File: src/rtl/reg8_rr_arbiter.sv
// reg8_rr_arbiter: round-robin write arbiter in front of a shared W-bit register.
// Requesters win in rotating order starting at ptr. A winner may hold lock
// for up to MAX_BURST back-to-back beats. clr zeroes q without touching
// arbitration.
module reg8_rr_arbiter #(
  parameter int N         = 4,
  parameter int W         = 8,
  parameter int MAX_BURST = 4
) (
  input  logic                   clk,
  input  logic                   reset,
  input  logic [N-1:0]           req,
  input  logic [N-1:0]           lock,
  input  logic [N*W-1:0]         wdata,
  input  logic                   clr,
  output logic [N-1:0]           gnt,
  output logic [W-1:0]           q,
  output logic                   busy,
  output logic [$clog2(N)-1:0]   owner
);

  localparam int OW = $clog2(N);
  localparam int CW = $clog2(MAX_BURST + 1);

  typedef enum logic {
    IDLE  = 1'b0,
    WRITE = 1'b1
  } state_t;

  state_t        state;
  logic [OW-1:0] ptr;
  logic [CW-1:0] beat;

  logic          found;
  logic [OW-1:0] winner;
  logic [W-1:0]  own_data;
  logic          own_req;
  logic          own_lock;
  logic          cont;
  logic [OW-1:0] next_ptr;

  // Rotating priority search: first set req bit at ptr, ptr+1, ... modulo N.
  always_comb begin
    found  = 1'b0;
    winner = '0;
    for (int unsigned k = 0; k < N; k++) begin
      int unsigned idx;
      idx = (int'(ptr) + k) % N;
      if (!found && req[idx]) begin
        found  = 1'b1;
        winner = idx[OW-1:0];
      end
    end
  end

  // Select the current owner's data, request and lock bits.
  always_comb begin
    own_data = '0;
    own_req  = 1'b0;
    own_lock = 1'b0;
    for (int unsigned i = 0; i < N; i++) begin
      if (OW'(i) == owner) begin
        own_data = wdata[i*W +: W];
        own_req  = req[i];
        own_lock = lock[i];
      end
    end
  end

  // Burst continues only while the owner still requests, locks and has beats left.
  always_comb begin
    cont     = own_req && own_lock && (beat < CW'(MAX_BURST - 1));
    next_ptr = (owner == OW'(N - 1)) ? '0 : owner + 1'b1;
  end

  // Arbitration FSM with registered grant, owner, busy and stored value.
  always_ff @(posedge clk or posedge reset) begin
    if (reset) begin
      state <= IDLE;
      ptr   <= '0;
      beat  <= '0;
      gnt   <= '0;
      q     <= '0;
      busy  <= 1'b0;
      owner <= '0;
    end else begin
      case (state)
        IDLE: begin
          if (found) begin
            state  <= WRITE;
            gnt    <= '0;
            gnt[winner] <= 1'b1;
            owner  <= winner;
            beat   <= '0;
            busy   <= 1'b1;
          end else begin
            gnt  <= '0;
            busy <= 1'b0;
          end
        end
        WRITE: begin
          q <= own_data;
          if (cont) begin
            beat <= beat + 1'b1;
          end else begin
            state <= IDLE;
            gnt   <= '0;
            busy  <= 1'b0;
            ptr   <= next_ptr;
          end
        end
        default: begin
          state <= IDLE;
          gnt   <= '0;
          busy  <= 1'b0;
        end
      endcase
      // clr wins over a concurrent write beat; the beat is still acknowledged.
      if (clr) begin
        q <= '0;
      end
    end
  end

endmodule

File: config.mk
export PLATFORM = sky130hd
export DESIGN_NAME = reg8_rr_arbiter
export DESIGN_NICKNAME = d
export VERILOG_FILES = /design/src/rtl/reg8_rr_arbiter.sv
export SDC_FILE = /design/constraint.sdc
export NUM_CORES = 1
export LEC_CHECK = 0
export CAP_MARGIN = 20
export CELL_PAD_IN_SITES_DETAIL_PLACEMENT = 0
export CELL_PAD_IN_SITES_GLOBAL_PLACEMENT = 1
export CORE_ASPECT_RATIO = 1.5
export CORE_MARGIN = 4
export CORE_UTILIZATION = 32
export CTS_BUF_LIST = sky130_fd_sc_hd__clkbuf_8
export CTS_CLUSTER_DIAMETER = 200
export DETAILED_ROUTE_END_ITERATION = 10
export HOLD_SLACK_MARGIN = 0.06
export PLACE_DENSITY_LB_ADDON = 0.1
export SLEW_MARGIN = 20
export SYNTH_ARGS = -nofsm -noshare
export SYNTH_HDL_FRONTEND = slang
export SYNTH_SLANG_ARGS = --single-unit
export TNS_END_PERCENT = 30
File: constraint.sdc
create_clock -name clk -period 2.7 [get_ports clk]
set_clock_uncertainty 0.2 [all_clocks]
set_input_delay 0.27 -clock clk [delete_from_list [all_inputs] [get_ports clk]]
set_output_delay 0.27 -clock clk [all_outputs]
set_load 0.05 [all_outputs]
==> results of run 1 <==
[worst reg2reg max path: cells and delay by family, from the launching register on]
family,cells,cell delay (ps)
adders and majority gates,1,520
DFF,1,460
muxes,1,360
and+or+nand+nor,1,350
AOI/OAI and AO/OA,2,250
buffers and inverters,1,120
[sequential cells by signal (all words and copies together) (netlist names)]
signal,count
ptr,2
owner,2
busy,1
beat,3
q,8
state,1
gnt,4
[cells by family (layout without fill, tap and decap cells)]
family	Yosys count	after routing	share of synthesized area [%]
AO/OA/AOI/OAI	39	39	25.61
adder cells (fa/ha/maj)	5	5	4.690
buffers and inverters	17	69	6.473
flip-flops	21	21	39.40
multiplexers	5	5	3.940
AND/OR/NAND/NOR	52	52	19.89
[layout make-up]
class / instances / area, µm² / share of cell area, %
clock buffers: 3 / 41.29 / 2.110
clock inverters: 1 / 7.507 / 0.3836
inverters: 7 / 26.28 / 1.343
multi-input cells: 101 / 721.9 / 36.89
flip-flops and latches: 21 / 525.5 / 26.85
well taps: 45 / 56.30 / 2.877
repair buffers: 58 / 578.1 / 29.54
[cells in the final DEF (no fill, tap or decap), types with 2 or more instances in the layout]
master            n
nor2b_1           8
dfrtp_1          21
clkdlybuf4s50_1  57
a21oi_1           6
o311a_1           7
mux2_1            2
inv_1             7
nor2_1           13
mux2i_1           3
a32o_1            4
o21ai_0           3
ha_1              5
nor3_1            8
o211ai_2          2
a221oi_1          7
nand2b_1          2
nand2_1          14
clkbuf_8          3
[routing by layer]
layer	vias up	wire length, µm	global-route usage, %
li1	616	-	-
met1	608	1628	17.36
met2	49	2288	31.16
met3	2	283	2.374
met4	0	31	4.142
met5	-	0	0
[worst min-delay path by stage]
stage                      from             endpoint  slack [ps]  cells past startpoint
2_1_floorplan             reset  beat[0]$_DFFE_PP0P_          50                      1
3_3_place_gp   busy$_DFFE_PP0P_     busy$_DFFE_PP0P_         270                      1
3_5_place_dp   busy$_DFFE_PP0P_     busy$_DFFE_PP0P_         270                      1
4_1_cts                   reset     q[1]$_DFFE_PP0P_         290                      2
5_1_grt        busy$_DFFE_PP0P_     busy$_DFFE_PP0P_         310                      1
6_report                  reset     q[1]$_DFFE_PP0P_         250                      2
[power breakdown]
part           leakage, µW  internal [µW]  switching, µW
registers         0.000271            448            157
logic             0.000522            569            841
clock network    0.0000217            104            106
total             0.000815           1120           1100
[metrics by stage]
step | instance area, µm² | hold slack, ps | instances | setup WS [ps] | power [µW]
5_1_grt | 1957 | 309.1 | 236 | 186.0 | 2374
2_1_floorplan | 1334 | 46.53 | 139 | 439.6 | 1602
3_3_place_gp | 1908 | 265.3 | 232 | 378.9 | 2006
4_1_cts | 1957 | 288.7 | 236 | 266.4 | 2259
6_report | 1957 | 251.5 | 236 | 316.2 | 2225
3_5_place_dp | 1908 | 270.5 | 232 | 310.1 | 2038
==> flow_summary_export.csv, run 1 <==
group,metric,value,unit
clocking,clock_path_buffers,2,
timing,setup_viol,0,
timing,final_max_slew_viol_count,0,
timing,slew-limit-headroom,47.47,%
global_routing,antenna_found_initial,0,
power_and_ir_drop,power_leakage,0.0008149,µW
die,initial_core_util,33.40,%
place,place_hpwl,3343,µm
logic_synthesis,yosys-top-cells-count,"dfrtp_1, nand2_1, nor2_1",
clocking,cts_resized,0,
clocking,tritoncts,"done",
clocking,cts_max_level,1,
detailed_routing,wl_per_cell,17.93,µm
worst_setup_path,critPathTopFamily,"adder cells",
detailed_routing,drtIter0Drc,47,
worst_setup_path,endpoint_kind,"flop",
cells_and_area,nets,240,
worst_setup_path,critical_path_required,2640,ps
die,num_rows,28,
cells_and_area,syn2layout_area_growth,46.72,%
place,place_congestion,0.8248,
worst_setup_path,critPathCapture,"ptr[0]$_DFFE_PP0P_",
worst_setup_path,critPathLaunchType,"flop",
worst_setup_path,arrival,2320,ps
die,die_area,5286,µm²
worst_setup_path,startpoint,"owner[0]$_DFFE_PP0P_",
die,io-pin-count,58,
clocking,clock_latency,260,ps
logic_synthesis,synth_cell_type_count,37,
logic_synthesis,postSynthAreaPerCell,9.596,µm²
logic_synthesis,synth_most_common_cell,"dfrtp_1",
cells_and_area,drive_gt1_share,6.283,%
logic_synthesis,syn_area,1334,µm²
logic_synthesis,synthTopCellsByArea,"dfrtp_1, o311a_1, ha_1",
die,die_w,60.72,µm
worst_setup_path,worst_path_max_delay_cell,"ha_1",
worst_hold_path,hp-class,"in -> async",
timing,period_minus_slack,2384,ps
clocking,cts_hold_buf,0,
worst_setup_path,critical_path_class,"reg -> reg",
place,port_buffers,57,
power_and_ir_drop,power_density,1137,nW/µm²
global_routing,grt_max_degree,22,
outcome,status,"finished clean",
worst_setup_path,reg2reg_depth,6,
timing,rsz0062_at_grt,"false",
logic_synthesis,ys_seq_area_share,39.40,%
global_routing,grt_pass1_wl,6423,µm
die,die_height,87.07,µm
timing,post-route-period-util,88.29,%
detailed_routing,wirelength,4231,µm
logic_synthesis,yosys.area.top_type,"dfrtp_1",
clocking,cts.sinks,21,
worst_setup_path,crit_chain,"inv_1, ha_1, and4b_4, a31oi_4, o211ai_2, mux2_1",
global_routing,track_usage,16.11,%
power_and_ir_drop,vdd_drop_max,0.6898,mV
logic_synthesis,yosys_most_used_dff,"dfrtp_1",
logic_synthesis,post-synth-top-area-fraction,39.40,%
timing,max_freq,0.4195,GHz
cells_and_area,final_util,49.00,%
job,maxCapViolCount,0,
worst_setup_path,cp.depth,6,
global_routing,grt_pass1_vias,1339,
timing,setup_tns,0,ps
worst_setup_path,rrSetupSlack,320,ps
logic_synthesis,ys_async_sr_fraction,100.0,%
clocking,root_buffer,"clkbuf_8",
logic_synthesis,yosysWarnings,0,
detailed_routing,dr.pass1.iters,4,
detailed_routing,drc,0,
cells_and_area,num-fill-cells,430,
timing,worst_slew_pin_slew,787.1,ps
cells_and_area,diodes,0,
detailed_routing,postRouteAntennaNets,0,
timing,hold_viol,0,
worst_setup_path,worst-path-buf-inv,1,
logic_synthesis,ys_ff_latch,21,
worst_setup_path,rr_startpoint,"owner[0]$_DFFE_PP0P_",
detailed_routing,vias,1275,
clocking,cts_inserted_buffers,3,
worst_setup_path,r2r_end,"ptr[0]$_DFFE_PP0P_",
detailed_routing,vias_per_cell,5.403,
worst_setup_path,cpPeakStageDelay,520,ps
die,core,3994,µm²
clocking,clkTransAtPathRegs,80,ps
logic_synthesis,synthesis.nets,187,
logic_synthesis,synth_edf_count,0,
clocking,cts_setup_buffers,0,
global_routing,gr-total-overflow,0,
logic_synthesis,syn_inst,139,
worst_setup_path,critPathMaxFanout,18,
(Power assumes the default switching activity.)
==> inputs of run 2 (changes only) <==
--- a/config.mk
+++ b/config.mk
@@ -15,7 +15,7 @@
 export CTS_CLUSTER_DIAMETER = 200
 export DETAILED_ROUTE_END_ITERATION = 10
 export HOLD_SLACK_MARGIN = 0.06
-export PLACE_DENSITY_LB_ADDON = 0.1
+export PLACE_DENSITY = 0.86
 export SLEW_MARGIN = 20
 export SYNTH_ARGS = -nofsm -noshare
 export SYNTH_HDL_FRONTEND = slang
==> flow_summary_export.csv, run 2 (synthesis gave the netlist of run 1 again) <==
group,metric,value,unit
worst_setup_path,arrival,2230,ps
place,place_inst,232,
clocking,root_buffer,"clkbuf_8",
clocking,clock_path_buffers,2,
cells_and_area,fin_area,1953,µm²
timing,hold_viol,0,
clocking,cts_resized,0,
outcome,status,"finished clean",
power_and_ir_drop,clock_power_share,8.9,%
die,io-pin-count,58,
power_and_ir_drop,p_sw,1068,µW
power_and_ir_drop,power_leakage,0.0008201,µW
power_and_ir_drop,vdd_drop_max,0.6655,mV
clocking,cts_hold_buf,0,
clocking,cts_max_level,1,
place,place_area,1908,µm²
timing,post-route-period-util,83.74,%
worst_setup_path,critPathMaxFanout,12,
timing,max_freq,0.4423,GHz
cells_and_area,final_common_cell,"clkdlybuf4s50_1",
detailed_routing,drtIter0Drc,40,
timing,final_max_slew_viol_count,0,
power_and_ir_drop,combPwrFrac,63.8,%
global_routing,grt_max_degree,22,
global_routing,antenna_found_initial,0,
cells_and_area,regMostFlops,"q",
power_and_ir_drop,p_sw_share,48.87,%
global_routing,grt_pass1_vias,1248,
worst_setup_path,critPathLaunchType,"flop",
cells_and_area,final-instance-count-excl-fill,236,
power_and_ir_drop,p_int,1117,µW
cells_and_area,syn2layout_area_growth,46.44,%
job,maxCapViolCount,0,
timing,rsz0062_at_grt,"false",
die,core,3994,µm²
timing,period_minus_slack,2261,ps
clocking,cts.sinks,21,
worst_setup_path,startpoint,"owner[1]$_DFFE_PP0P_",
detailed_routing,wl_per_cell,15.89,µm
detailed_routing,dr.pass1.iters,4,
detailed_routing,drc,0,
worst_setup_path,rr_startpoint,"owner[1]$_DFFE_PP0P_",
global_routing,track_usage,14.54,%
worst_setup_path,r2r_end,"q[0]$_DFFE_PP0P_",
worst_setup_path,endpoint_kind,"flop",
die,num_rows,28,
cells_and_area,drive_gt1_share,5.759,%
clocking,cts_inserted_buffers,3,
global_routing,grt_pass1_wl,5920,µm
clocking,cts_setup_buffers,0,
cells_and_area,diodes,0,
place,port_buffers,57,
power_and_ir_drop,power_density,1119,nW/µm²
detailed_routing,vias_per_cell,5.169,
timing,worst_slew_pin_slew,771.4,ps
clocking,clkTransAtPathRegs,70,ps
cells_and_area,final_cell_mix,"clkdlybuf4s50_1, dfrtp_1, nand2_1, nor2_1",
die,die_height,87.07,µm
power_and_ir_drop,p_total,2186,µW
worst_setup_path,critPathCapture,"q[0]$_DFFE_PP0P_",
clocking,clock_latency,250,ps
worst_setup_path,critical_path_required,2670,ps
cells_and_area,nets,240,
cells_and_area,largest_reg_flops,8,
worst_setup_path,rrSetupSlack,440,ps
timing,setup_viol,0,
worst_hold_path,hp-class,"in -> async",
detailed_routing,postRouteAntennaNets,0,
timing,slew-limit-headroom,48.51,%
worst_setup_path,critical_path_class,"reg -> reg",
timing,setup_tns,0,ps
clocking,tritoncts,"done",
die,die_area,5286,µm²
die,initial_core_util,33.40,%
power_and_ir_drop,seq_power_share,27.3,%
worst_setup_path,reg2reg_depth,6,
detailed_routing,vias,1220,
place,place_congestion,0.7685,
die,die_w,60.72,µm
detailed_routing,wirelength,3751,µm
global_routing,gr-total-overflow,0,
place,place_hpwl,3021,µm
cells_and_area,reg_top3,"q: 8 flops, gnt: 4 flops, beat: 3 flops",
run 2: changes by cell type in the layout (fill, tap and decap cells not counted), sizes merged:
cell and delta:
inv +1, clkinvlp -1
run 2: worst min-delay path by stage:
stage                                 from                  end  depth (start not counted)
after floorplan                      reset  beat[0]$_DFFE_PP0P_                          1
after global placement    busy$_DFFE_PP0P_     busy$_DFFE_PP0P_                          1
after detailed placement  busy$_DFFE_PP0P_     busy$_DFFE_PP0P_                          1
after CTS                            reset     q[4]$_DFFE_PP0P_                          2
after global routing                 reset     q[6]$_DFFE_PP0P_                          2
final                                reset     q[6]$_DFFE_PP0P_                          2
run 2: cell type report:
type                       count  area, µm²
clock buffer                   3      41.29
inverter                       7      26.28
clock inverter                 1      3.754
sequential                    21      525.5
fill                         390       2041
timing repair buffer          58      578.1
tap                           45      56.30
multi-input combinational    101      721.9
run 2: power groups by stage:
stage / clock network (µW) / registers, µW / logic (µW)
detailed placement: 0 / 602 / 1400
global placement: 0 / 592 / 1380
global route: 213 / 626 / 1520
CTS: 198 / 597 / 1410
floorplan: 0 / 901 / 701
finish: 194 / 597 / 1390
run 2: metrics by stage:
step | hold slack, ps | setup slack [ps] | utilization, %
CTS | 279.8 | 422.7 | 48.90
detailed placement | 271.8 | 438.4 | 47.78
global route | 319.1 | 219.1 | 48.90
finish | 251.2 | 439.0 | 48.90
floorplan | 46.53 | 439.6 | -
global placement | 267.1 | 438.5 | 47.78
run 2: worst max-delay path, cell delays in order, from the launching register on:
cell and delay (ps):
dfrtp_1 410, inv_1 80, ha_1 320, nor2b_1 450
a221oi_1 140, o311a_1 370, nor3_1 190
run 2: layer usage:
metal	wire length [µm]	track usage, %	vias to the layer above
met1	1534	18.66	566
met4	16	3.156	0
met2	1959	24.93	38
met3	241	2.671	2
met5	0	0	-
li1	-	-	614
